**config.mk**
```make
export PLATFORM = sky130hd
export DESIGN_NAME = dmem_bus_ctrl
export DESIGN_NICKNAME = d
export VERILOG_FILES = /design/src/rtl/mem_bus_pkg.sv /design/src/rtl/dmem_bus_ctrl_wr_buf.sv /design/src/rtl/dmem_bus_ctrl.sv
export SDC_FILE = /design/constraint.sdc
export NUM_CORES = 1
export LEC_CHECK = 0
export CAP_MARGIN = 15
export CORE_AREA = 5 5 142 144
export DETAILED_ROUTE_END_ITERATION = 10
export DIE_AREA = 0 0 147 149
export PLACE_DENSITY = 0.7
export SETUP_SLACK_MARGIN = 0.02
export SYNTH_ARGS = -nofsm -noshare
export SYNTH_HDL_FRONTEND = slang
export SYNTH_SLANG_ARGS = --single-unit
```
**constraint.sdc**
```tcl
create_clock -name clk -period 3.7 [get_ports clk]
set_input_delay 0.555 -clock clk [delete_from_list [all_inputs] [get_ports clk]]
set_output_delay 0.555 -clock clk [all_outputs]
set_load 0.02 [all_outputs]
```
**src/rtl/mem_bus_pkg.sv**
```systemverilog
// Shared definitions for the data-memory bus controller: FSM state encoding,
// bus field widths and the default read word returned on a bus timeout.
package mem_bus_pkg;

  localparam int WADDR_W = 30;
  localparam int BE_W    = 4;

  localparam logic [BE_W-1:0] BE_ALL           = 4'hF;
  localparam logic [31:0]     ERR_WORD_DEFAULT = 32'hDEADBEEF;

  typedef enum logic [2:0] {
    ST_IDLE,
    ST_WB,
    ST_DRAIN,
    ST_RD,
    ST_RESP
  } bus_state_e;

endpackage

```
**src/rtl/dmem_bus_ctrl_wr_buf.sv**
```systemverilog
// One-entry posted write buffer: holds a single store (word address, data,
// byte lanes) from the moment it is accepted until the bus write retires it.
module wr_buf
  import mem_bus_pkg::*;
(
  input  logic               clk,
  input  logic               reset,
  input  logic               i_load,
  input  logic               i_clear,
  input  logic [WADDR_W-1:0] i_addr,
  input  logic [31:0]        i_wdata,
  input  logic [BE_W-1:0]    i_be,
  output logic               o_valid,
  output logic [WADDR_W-1:0] o_addr,
  output logic [31:0]        o_wdata,
  output logic [BE_W-1:0]    o_be
);

  logic               r_valid;
  logic [WADDR_W-1:0] r_addr;
  logic [31:0]        r_wdata;
  logic [BE_W-1:0]    r_be;

  // NOTE: sequential state is written with <= so every flop samples the
  // pre-edge values of its neighbours, independent of block ordering.
  always_ff @(posedge clk) begin
    if (reset) begin
      r_valid <= 1'b0;
    end else if (i_clear) begin
      r_valid <= 1'b0;
    end else if (i_load) begin
      r_valid <= 1'b1;
    end
  end

  // NOTE: the payload has no reset; it is only ever observed while r_valid
  // is set, and r_valid is reset.
  always_ff @(posedge clk) begin
    if (i_load) begin
      r_addr  <= i_addr;
      r_wdata <= i_wdata;
      r_be    <= i_be;
    end
  end

  assign o_valid = r_valid;
  assign o_addr  = r_addr;
  assign o_wdata = r_wdata;
  assign o_be    = r_be;

endmodule

```
**src/rtl/dmem_bus_ctrl.sv**
```systemverilog
// Data-memory bus controller behind the M stage: posts stores into a one-entry
// buffer, serialises loads behind it, and times out a silent slave.
module dmem_bus_ctrl
  import mem_bus_pkg::*;
#(
  parameter int unsigned TIMEOUT  = 255,
  parameter int unsigned TO_W     = 8,
  parameter logic [31:0] ERR_WORD = ERR_WORD_DEFAULT
) (
  input  logic               clk,
  input  logic               reset,
  input  logic               mem_rd_M,
  input  logic               mem_wr_M,
  input  logic [31:0]        addr_M,
  input  logic [31:0]        wdata_M,
  input  logic [BE_W-1:0]    byte_en_M,
  output logic [31:0]        read_data_M,
  output logic               data_mem_ack,
  output logic               bus_req,
  output logic               bus_we,
  output logic [WADDR_W-1:0] bus_addr,
  output logic [31:0]        bus_wdata,
  output logic [BE_W-1:0]    bus_be,
  input  logic [31:0]        bus_rdata,
  input  logic               bus_ready,
  output logic               wb_busy,
  output logic               bus_err
);

  bus_state_e         r_state;
  logic               r_ack;
  logic               r_req;
  logic               r_we;
  logic               r_err;
  logic [WADDR_W-1:0] r_addr;
  logic [WADDR_W-1:0] r_rd_addr;
  logic [31:0]        r_wdata;
  logic [31:0]        r_rdata;
  logic [BE_W-1:0]    r_be;
  logic [TO_W-1:0]    r_to_cnt;

  logic               w_buf_valid;
  logic               w_buf_load;
  logic               w_buf_clear;
  logic [WADDR_W-1:0] w_buf_addr;
  logic [31:0]        w_buf_wdata;
  logic [BE_W-1:0]    w_buf_be;
  logic               w_idle_sample;
  logic               w_timeout;
  logic               w_done;
  logic               w_txn_start;
  logic               w_unused_addr_lsb;

  assign w_unused_addr_lsb = ^addr_M[1:0];

  // The request seen during an ack cycle is the one being acknowledged.
  assign w_idle_sample = (r_state == ST_IDLE) && !r_ack;
  assign w_timeout     = (r_to_cnt == TO_W'(TIMEOUT));
  assign w_done        = bus_ready || w_timeout;
  assign w_buf_load    = w_idle_sample && mem_wr_M && !mem_rd_M && !w_buf_valid;
  assign w_buf_clear   = ((r_state == ST_WB) || (r_state == ST_DRAIN)) && w_done;
  assign w_txn_start   = (w_idle_sample && (mem_rd_M || w_buf_valid)) ||
                         ((r_state == ST_DRAIN) && w_done);

  wr_buf u_wr_buf (
    .clk     (clk),
    .reset   (reset),
    .i_load  (w_buf_load),
    .i_clear (w_buf_clear),
    .i_addr  (addr_M[31:2]),
    .i_wdata (wdata_M),
    .i_be    (byte_en_M),
    .o_valid (w_buf_valid),
    .o_addr  (w_buf_addr),
    .o_wdata (w_buf_wdata),
    .o_be    (w_buf_be)
  );

  always_ff @(posedge clk) begin
    if (reset) begin
      r_to_cnt <= '0;
    end else if (w_txn_start) begin
      r_to_cnt <= '0;
    end else if (r_req && !bus_ready) begin
      r_to_cnt <= r_to_cnt + TO_W'(1);
    end
  end

  always_ff @(posedge clk) begin
    if (reset) begin
      r_state   <= ST_IDLE;
      r_ack     <= 1'b0;
      r_req     <= 1'b0;
      r_we      <= 1'b0;
      r_err     <= 1'b0;
      r_addr    <= '0;
      r_rd_addr <= '0;
      r_wdata   <= '0;
      r_rdata   <= '0;
      r_be      <= '0;
    end else begin
      r_ack <= 1'b0;
      r_err <= 1'b0;
      case (r_state)
        ST_IDLE: begin
          if (w_idle_sample) begin
            if (mem_rd_M) begin
              r_rd_addr <= addr_M[31:2];
              r_req     <= 1'b1;
              if (w_buf_valid) begin
                // A load never passes a buffered store: drain it first.
                r_state <= ST_DRAIN;
                r_we    <= 1'b1;
                r_addr  <= w_buf_addr;
                r_wdata <= w_buf_wdata;
                r_be    <= w_buf_be;
              end else begin
                r_state <= ST_RD;
                r_we    <= 1'b0;
                r_addr  <= addr_M[31:2];
                r_be    <= BE_ALL;
              end
            end else if (w_buf_load) begin
              r_ack <= 1'b1;
            end else if (w_buf_valid) begin
              r_state <= ST_WB;
              r_req   <= 1'b1;
              r_we    <= 1'b1;
              r_addr  <= w_buf_addr;
              r_wdata <= w_buf_wdata;
              r_be    <= w_buf_be;
            end
          end
        end
        ST_WB: begin
          if (w_done) begin
            r_state <= ST_IDLE;
            r_req   <= 1'b0;
            r_we    <= 1'b0;
            r_err   <= !bus_ready;
          end
        end
        ST_DRAIN: begin
          if (w_done) begin
            // The held load follows back-to-back; bus_req stays high.
            r_state <= ST_RD;
            r_we    <= 1'b0;
            r_addr  <= r_rd_addr;
            r_be    <= BE_ALL;
            r_err   <= !bus_ready;
          end
        end
        ST_RD: begin
          if (w_done) begin
            r_state <= ST_RESP;
            r_req   <= 1'b0;
            r_ack   <= 1'b1;
            r_err   <= !bus_ready;
            r_rdata <= bus_ready ? bus_rdata : ERR_WORD;
          end
        end
        ST_RESP: begin
          r_state <= ST_IDLE;
        end
        default: begin
          r_state <= ST_IDLE;
        end
      endcase
    end
  end

  assign read_data_M  = r_rdata;
  assign data_mem_ack = r_ack;
  assign bus_req      = r_req;
  assign bus_we       = r_we;
  assign bus_addr     = r_addr;
  assign bus_wdata    = r_wdata;
  assign bus_be       = r_be;
  assign bus_err      = r_err;
  assign wb_busy      = w_buf_valid;

endmodule

```
==> results of run 1 <==
==> metrics by stage <==
| stage | utilization | power (mW) | setup slack, ns | hold slack (ns) |
|---|---|---|---|---|
| floorplan | - | 4.19 | 0.736 | 0.437 |
| global placement | 0.561 | 4.89 | 1.09 | 0.433 |
| detailed placement | 0.561 | 4.92 | 1.06 | 0.437 |
| CTS | 0.599 | 7.12 | 1.36 | 0.445 |
| global route | 0.599 | 7.40 | 1.25 | 0.466 |
| finish | 0.599 | 7.04 | 1.36 | 0.444 |
==> power groups by stage <==
stage	Sequential, mW	Combinational (mW)	Clock, mW
global placement	2.96	1.93	0
floorplan	3.15	1.04	0
finish	2.91	1.94	2.19
CTS	2.92	1.97	2.24
global route	2.95	2.11	2.34
detailed placement	2.96	1.96	0
==> worst register-to-register path, cell delays in order, from the launching register on <==
cell,delay (ns)
dfxtp_1,0.58
or3b_2,0.77
o21a_2,0.31
buf_4,0.24
mux2_4,0.35
==> worst paths after layout <==
path                                  end  depth (start not counted)  slack, ns                         start
min          read_data_M[11]$_SDFFE_PP0P_                          2       0.44  read_data_M[11]$_SDFFE_PP0P_
min reg2reg  read_data_M[11]$_SDFFE_PP0P_                          2       0.44  read_data_M[11]$_SDFFE_PP0P_
max             bus_addr[14]$_SDFFE_PP0P_                          4       1.36       r_state[1]$_SDFFE_PP0P_
max reg2reg     bus_addr[14]$_SDFFE_PP0P_                          4       1.36       r_state[1]$_SDFFE_PP0P_
==> Yosys cell counts, types with 2 or more instances <==
library cell / instances / area [µm²]
or2_2: 3 / 18.8
o21ai_0: 19 / 95.1
nand4_1: 4 / 25.0
mux2_4: 26 / 390
buf_2: 11 / 55.1
xor2_1: 7 / 61.3
o31ai_1: 8 / 60.1
mux2_2: 4 / 45.0
and3_1: 3 / 18.8
mux2i_1: 31 / 310
edfxtp_1: 66 / 1980
nor2_1: 41 / 154
inv_1: 30 / 113
clkbuf_1: 41 / 154
nor3_1: 8 / 40.0
nand2_1: 141 / 529
nor4_1: 4 / 25.0
buf_6: 5 / 56.3
nand3_1: 2 / 10.0
a211oi_1: 40 / 300
dfxtp_1: 144 / 2880
a21oi_1: 94 / 470
nor2b_1: 32 / 200
==> per-layer routing <==
layer | global-route usage | vias up | routed length (µm)
met5 | 0 | - | 0
met4 | 0.0527 | 0 | 438
met3 | 0.0650 | 31 | 1680
met2 | 0.292 | 160 | 9230
met1 | 0.213 | 2887 | 8400
li1 | - | 3072 | -
==> flip-flops by register name, indices dropped and copies added (netlist names) <==
| name | count |
|---|---|
| bus_addr | 30 |
| u_wr_buf.o_addr | 30 |
| bus_be | 4 |
| u_wr_buf.o_be | 4 |
| r_state | 3 |
| u_wr_buf.o_valid | 1 |
| bus_err | 1 |
| r_to_cnt | 8 |
| bus_req | 1 |
| bus_wdata | 32 |
| data_mem_ack | 1 |
| read_data_M | 32 |
| bus_we | 1 |
| u_wr_buf.o_wdata | 32 |
| r_rd_addr | 30 |
==> final cells by class <==
type | count | area share
clock buffers | 29 | 0.0537
clock inverters | 13 | 0.0108
inverters | 30 | 0.0101
multi-input cells | 489 | 0.267
flip-flops and latches | 210 | 0.437
well taps | 234 | 0.0263
repair buffers | 219 | 0.196
==> cell families after synthesis <==
group	count (synthesis)	share of synthesized area
xor gates and xnor gates	8	0.00854
AOI/OAI and AO/OA	169	0.121
and+or+nand+nor	250	0.138
DFF	210	0.593
muxes	61	0.0909
adders and majority gates	1	0.00152
buffers and inverters	88	0.0470
==> cells in the final DEF, fill, tap and decap left out, types with 2 or more instances in the layout <==
cell type / netlist / routed
clkdlybuf4s50_1: 0 / 204
dfxtp_1: 144 / 144
nand2_1: 141 / 141
a21oi_1: 94 / 94
edfxtp_1: 66 / 66
nor2_1: 41 / 41
a211oi_1: 40 / 40
nor2b_1: 32 / 31
mux2i_1: 31 / 31
inv_1: 30 / 30
mux2_4: 26 / 26
clkbuf_16: 0 / 23
o21ai_0: 19 / 19
buf_4: 1 / 13
o31ai_1: 8 / 8
nor3_1: 8 / 8
xor2_1: 7 / 7
clkbuf_1: 41 / 6
nor4_1: 4 / 4
nand4_1: 4 / 4
mux2_2: 4 / 4
clkinv_2: 0 / 4
clkinv_1: 0 / 4
or2_2: 3 / 3
and3_1: 3 / 2
nand3_1: 2 / 2
bufinv_16: 0 / 2
buf_12: 0 / 2
==> summary.md, run 1 <==
| Metric | Value |
|---|---|
| Gr ovfl total | 0 |
| Skew-Pair Late Insertion Delay | approximately 0.50 ns |
| Endpoints failing setup | 0 |
| Worst path slowest cell | or3b_2 |
| CTS Buf Count | 23 |
| Total GRT Usage | 0.175 |
| Antenna violations before repair | 0 |
| Crit Path Category | register to register |
| Type of the tightest min-delay check | register to register |
| Worst slew pin tran | 0.910 ns |
| Gate power share | 0.275 |
| Placed cell area | approximately 10000 µm² |
| Run status | finished, final reports clean |
| RSZ-0062 raised after global routing | no |
| H-tree levels | 1 |
| Largest net degree at the start of global routing | 83 |
| Clock root buffer | clkbuf_16 |
| Post-Place Cells | between 1000 and 1500 |
| Critical Path AT | approximately 2.7 ns |
| Setup TNS Final | 0 ns |
| Final net count | between 1000 and 1500 |
| Lkg Pwr | around 4.0 nW |
| First-pass GRT wire length | 31600 µm |
| Clk sinks | between 200 and 250 |
| Fill cells | between 1500 and 2000 |
| Vias | 6150 |
| # DRC | 0 |
| Core ar. | between 15000 and 20000 µm² |
| Area Growth Syn to Fin | 35.7% |
| Drt total wl | ~20000 µm |
| # diodes | 0 |
| HPWL Detailed | 12400 µm |
| Postcts setup bufs | 0 |
| Net Count, Synth | ~890 |
| Top delay family on crit path | simple AND/OR/NAND/NOR gates |
| Layout cell share with drive strength beyond 1 | 0.0889 |
| FFs w/ async S/R, synth | 0 |
| Post-DR wirelength/cell | 16.1 µm |
| Sequential Power Share | 0.414 |
| Sequential fraction of the synthesis area | 0.593 |
| CTS tree | yes |
| Routed Antenna Nets | 0 |
| First DRT Iteration DRCs | 313 |
| Die H | roughly 150 µm |
| WP data required | around 4.1 ns |
| Die width | about 150 µm |
| Final Max Tran Viols | 0 |
| Critical path buffer and inverter count | 1 |
| Sw Ratio | 0.299 |
| Number of warning messages in the yosys log | 0 |
| Post-synth EDFFs | between 60 and 70 |
| Clock Skews | roughly 0.013 ns |
| Area of the multi-input gates | 2970 µm² |
| Post_cts resized | 0 |
| Cts hold-fix bufs | 0 |
| Top FF cell, synth | dfxtp_1 |
| Die area | around 22000 µm² |
| Largest stage delay, worst path | ~0.77 ns |
| Max Cap Violations | 0 |
| P_sw | roughly 2.1 mW |
| Maximum clock rate | 428 MHz |
| Syn Inst Count | about 800 |
| Clock Tree Buf Depth | 3 |
| Fin area | 11100 µm² |
| Max_slew headroom | 0.393 |
| Final Cycle Share | 0.632 |
| Min cycle time layout | roughly 2.3 ns |
| Post-Syn Area | 8210 µm² |
| Worst-path clk slew | approximately 0.060 ns |
| P per Cell Area | approximately 630 nW/µm² |
| Mean post-synth cell area | 10.4 µm² |
| Seq. cell area | 4860 µm² |
| Gp weighted congestion | between 0.8 and 0.9 |
| VDD IR max | roughly 370 µV |
| IO buf count | 205 |
| Std-Cell Rows | 50 |
| Yosys reg bits | between 200 and 250 |
| Via/cell ratio | approximately 5.0 |
| DRT Pass-1 Iters | 4 |
| Fin. Hold Viols | 0 |
| Internal Power | around 4.9 mW |
| Distinct cell type count after synthesis | 46 |
| Initial Utilization | 0.442 |
| Crit. End Element | register |
| Startpoint types | register |
| Non-Filler Instances | between 1000 and 1500 |
| Worst-path cell chain | or3b_2, o21a_2, buf_4, mux2_4 |
| CP max FO | 27 |
| I/O pins | around 210 |
| Clk pwr share | 0.311 |
| Number of global-route vias before repair | approximately 6000 |
Note: power is estimated with default switching activity, not from simulation.
==> run 2, diff against run 1 <==
--- a/config.mk
+++ b/config.mk
@@ -6,10 +6,10 @@
 export NUM_CORES = 1
 export LEC_CHECK = 0
 export CAP_MARGIN = 15
-export CORE_AREA = 5 5 142 144
+export CORE_AREA = 5 5 143 145
 export DETAILED_ROUTE_END_ITERATION = 10
-export DIE_AREA = 0 0 147 149
-export PLACE_DENSITY = 0.7
+export DIE_AREA = 0 0 148 150
+export PLACE_DENSITY = 0.72
 export SETUP_SLACK_MARGIN = 0.02
 export SYNTH_ARGS = -nofsm -noshare
 export SYNTH_HDL_FRONTEND = slang
==> constraint.sdc (replaced) <==
create_clock -name clk -period 1.9 [get_ports clk]
set_input_delay 0.285 -clock clk [delete_from_list [all_inputs] [get_ports clk]]
set_output_delay 0.285 -clock clk [all_outputs]
set_load 0.02 [all_outputs]
==> run 2 against run 1 <==
Combinational power grew 120%. Total power grew 100%. Wire length grew 1.2%. Count of clock-buffer cells in the layout grew 3. Worst setup slack lost 1.3 ns. Worst hold slack lost 0.22 ns. First-iteration DRC count shrank 19%. Global-route usage is essentially flat. Clock power grew 96%. Sequential share of layout area shrank 1.7 points. Via count grew 2.2%. Critical endpoint is now bus_req. Largest power group unchanged.
==> summary.md, run 2 (synthesis gave the netlist of run 1 again) <==
| Metric | Value |
|---|---|
| Number of global-route vias before repair | 6261 (+2.9%) |
| Sequential Power Share | 0.399 (-0.015) |
| # DRC | 0 (unchanged) |
| Vias | 6284 (+2.2%) |
| Antenna violations before repair | 0 (unchanged) |
| DRT Pass-1 Iters | 5 (+1) |
| Endpoints failing setup | 0 (unchanged) |
| Clock Tree Buf Depth | 3 (unchanged) |
| CTS tree | yes |
| Layout cell share with drive strength beyond 1 | 0.122 (+0.0335) |
| Final Power | 14.1 mW (+100%) |
| H-tree levels | 1 (unchanged) |
| Min cycle time layout | between 1.5 and 2 ns |
| Hold Path End | r_state[2]$_SDFFE_PP0P_ |
| CTS Buf Count | 23 (unchanged) |
| Internal Power | 10.0 mW (+100%) |
| Type of the tightest min-delay check | primary input to register |
| Lkg Pwr | 4.31 nW (+6.5%) |
| CP max FO | 4 (-85%) |
| Core ar. | 19100 µm² (+2.7%) |
| RSZ-0062 raised after global routing | no |
| Die H | 150 µm (+0.67%) |
| Die area | 22200 µm² (+1.4%) |
| P per Cell Area | 1220 nW/µm² (+93%) |
| IO buf count | 205 (unchanged) |
| P_sw | 4.12 mW (+96%) |
| Final Cycle Share | 0.944 |
| Drt total wl | 20000 µm (+1.2%) |
| Routed Antenna Nets | 0 (unchanged) |
| Postcts setup bufs | 0 (unchanged) |
| Commonest non-fill, non-tap cell in the layout | clkdlybuf4s50_1 |
| I/O pins | 208 (unchanged) |
| Clk sinks | 210 (unchanged) |
| Clock root buffer | clkbuf_16 |
| Met2 Track Usage GR | 0.311 (+0.0190) |
| Register-to-Register Path Depth | 6 (+2) |
| HPWL Detailed | 13500 µm (+8.8%) |
| Clock Skews | 0.0124 ns (-0.00103 ns) |
| Worst slew pin tran | 0.607 ns (-0.303 ns) |
| Worst Hold Depth | 2 (unchanged) |
| Non-Filler Instances | 1259 (+2.9%) |
| Met3 Use GR | 0.0542 (-0.0108) |
| Die width | 148 µm (+0.68%) |
| Total GRT Usage | 0.175 (-0.000454) |
| Gr ovfl total | 0 (unchanged) |
| Most frequent cells in the layout | clkdlybuf4s50_1 (202), dfxtp_1 (144), nand2_1 (141) |
| Maximum clock rate | between 500 and 600 MHz |
| First-pass GRT wire length | 31800 µm (+0.92%) |
| WP data required | 1.62 ns (-2.47 ns) |
| Initial Utilization | 0.430 (-0.0116) |
| Crit. End Element | primary output |
| Cts hold-fix bufs | 0 (unchanged) |
| Gp weighted congestion | 0.821 (+2.2%) |
| Run status | finished, final reports clean |
| Max Cap Violations | 0 (unchanged) |
| First DRT Iteration DRCs | 252 (-19%) |
| Final net count | 1110 (+2.9%) |
| Met1 global-route usage | 0.206 (-0.00698) |
| Startpoint types | register |
| Post-DR wirelength/cell | 15.9 µm (-1.6%) |
| Gate power share | 0.297 (+0.022) |
| Worst path slowest cell | clkdlybuf4s50_1 |
| Hold WS | 0.224 ns (-0.220 ns) |
| Top delay family on crit path | buffers and inverters |
| Busiest grt layer | met2 |
| Critical path buffer and inverter count | 1 (unchanged) |
| Largest net degree at the start of global routing | 45 (-46%) |
| R2R Path Start | r_to_cnt[0]$_SDFFE_PP0P_ |
| Post-Place Cells | 1217 (+3.0%) |
| Final Max Tran Viols | 0 (unchanged) |
| Final Util | 0.607 (+0.00740) |
| Fin. Hold Viols | 0 (unchanged) |
| VDD IR max | 668 µV (+80%) |
| # diodes | 0 (unchanged) |
| Fill cells | 1607 (+6.0%) |
| Sw Ratio | 0.291 (-0.00742) |
| Critical Path AT | 1.51 ns (-1.22 ns) |
| Std-Cell Rows | 51 (+2.0%) |
| R2R Setup Slk | 0.12 ns (-1.24 ns) |
| Worst-path cell chain | clkdlybuf4s50_1 |
| Max_slew headroom | 0.595 (+0.202) |
| Clk pwr share | 0.303 (-0.008) |
| Via/cell ratio | 4.99 (-0.66%) |
| Worst-path clk slew | 0.06 ns (about the same) |
| Area Growth Syn to Fin | 41.1% |
| Largest stage delay, worst path | 0.65 ns (-0.12 ns) |
| R2r endpoint | bus_addr[1]$_SDFFE_PP0P_ |
| Crit Path Category | register to primary output |
| Skew-Pair Late Insertion Delay | 0.50 ns (about the same) |
| Hold Crit Start | reset |
-- run 2: cell count changes in the layout (fill, tap and decap cells not counted), sizes merged --
cell           change
buf               +31
clkbuf             +3
clkdlybuf4s50      -2
bufinv             -1
clkinv             -1
clkinvlp           -1
dlygate4sd2        +1
dlymetal6s2s       +1
-- run 2: layout make-up --
type / instances / area [µm²] / area share
tap: 238 / 298 / 0.0257
timing repair buffer: 250 / 2570 / 0.222
multi-input combinational: 489 / 2990 / 0.258
inverter: 30 / 113 / 0.00973
sequential: 210 / 4860 / 0.420
clock buffer: 32 / 669 / 0.0578
clock inverter: 10 / 75.1 / 0.00648
-- run 2: timing repair --
| action | in CTS | in global routing |
|---|---|---|
| setup endpoints to repair | 28 | 35 |
| gates resized for setup | 2 | 5 |
| gates cloned | 0 | 0 |
| pin swaps | 0 | 2 |
-- run 2: stage by stage --
stage,worst slack (ns),TNS (ns),cell area [µm²]
after floorplan,0.0378,0,8210
after global placement,-0.106,-2.85,10800
after detailed placement,-0.135,-3.55,10800
after CTS,0.0218,0,11600
after global routing,0.0266,0,11600
final,0.107,0,11600
-- run 2: worst max path at each step --
stage	from	endpoint	slack, ns	depth (start not counted)
final	bus_req$_SDFFE_PP0P_	bus_req	0.11	1
after global routing	r_to_cnt[0]$_SDFFE_PP0P_	bus_addr[3]$_SDFFE_PP0P_	0.03	6
after CTS	data_mem_ack$_SDFF_PP0_	data_mem_ack	0.02	1
after detailed placement	mem_rd_M	bus_addr[17]$_SDFFE_PP0P_	-0.13	6
after global placement	mem_rd_M	bus_addr[1]$_SDFFE_PP0P_	-0.11	6
after floorplan	r_state[1]$_SDFFE_PP0P_	u_wr_buf.o_addr[0]$_DFFE_PP_	0.04	3
-- run 2: power by group through the flow --
stage                     clock network, mW  registers [mW]  logic [mW]
after global placement                    0            5.71        4.16
after floorplan                           0            6.13        2.02
after CTS                              4.39            5.65        4.25
after global routing                   4.59            5.72        4.53
final                                  4.29            5.64        4.20
after detailed placement                  0            5.73        4.21
-- run 2: per-layer routing --
metal / vias to the layer above / share of wire
met2: 165 / 0.50
li1: 3136 / -
met1: 2960 / 0.41
met4: 0 / 0.018
met3: 23 / 0.074
met5: - / 0
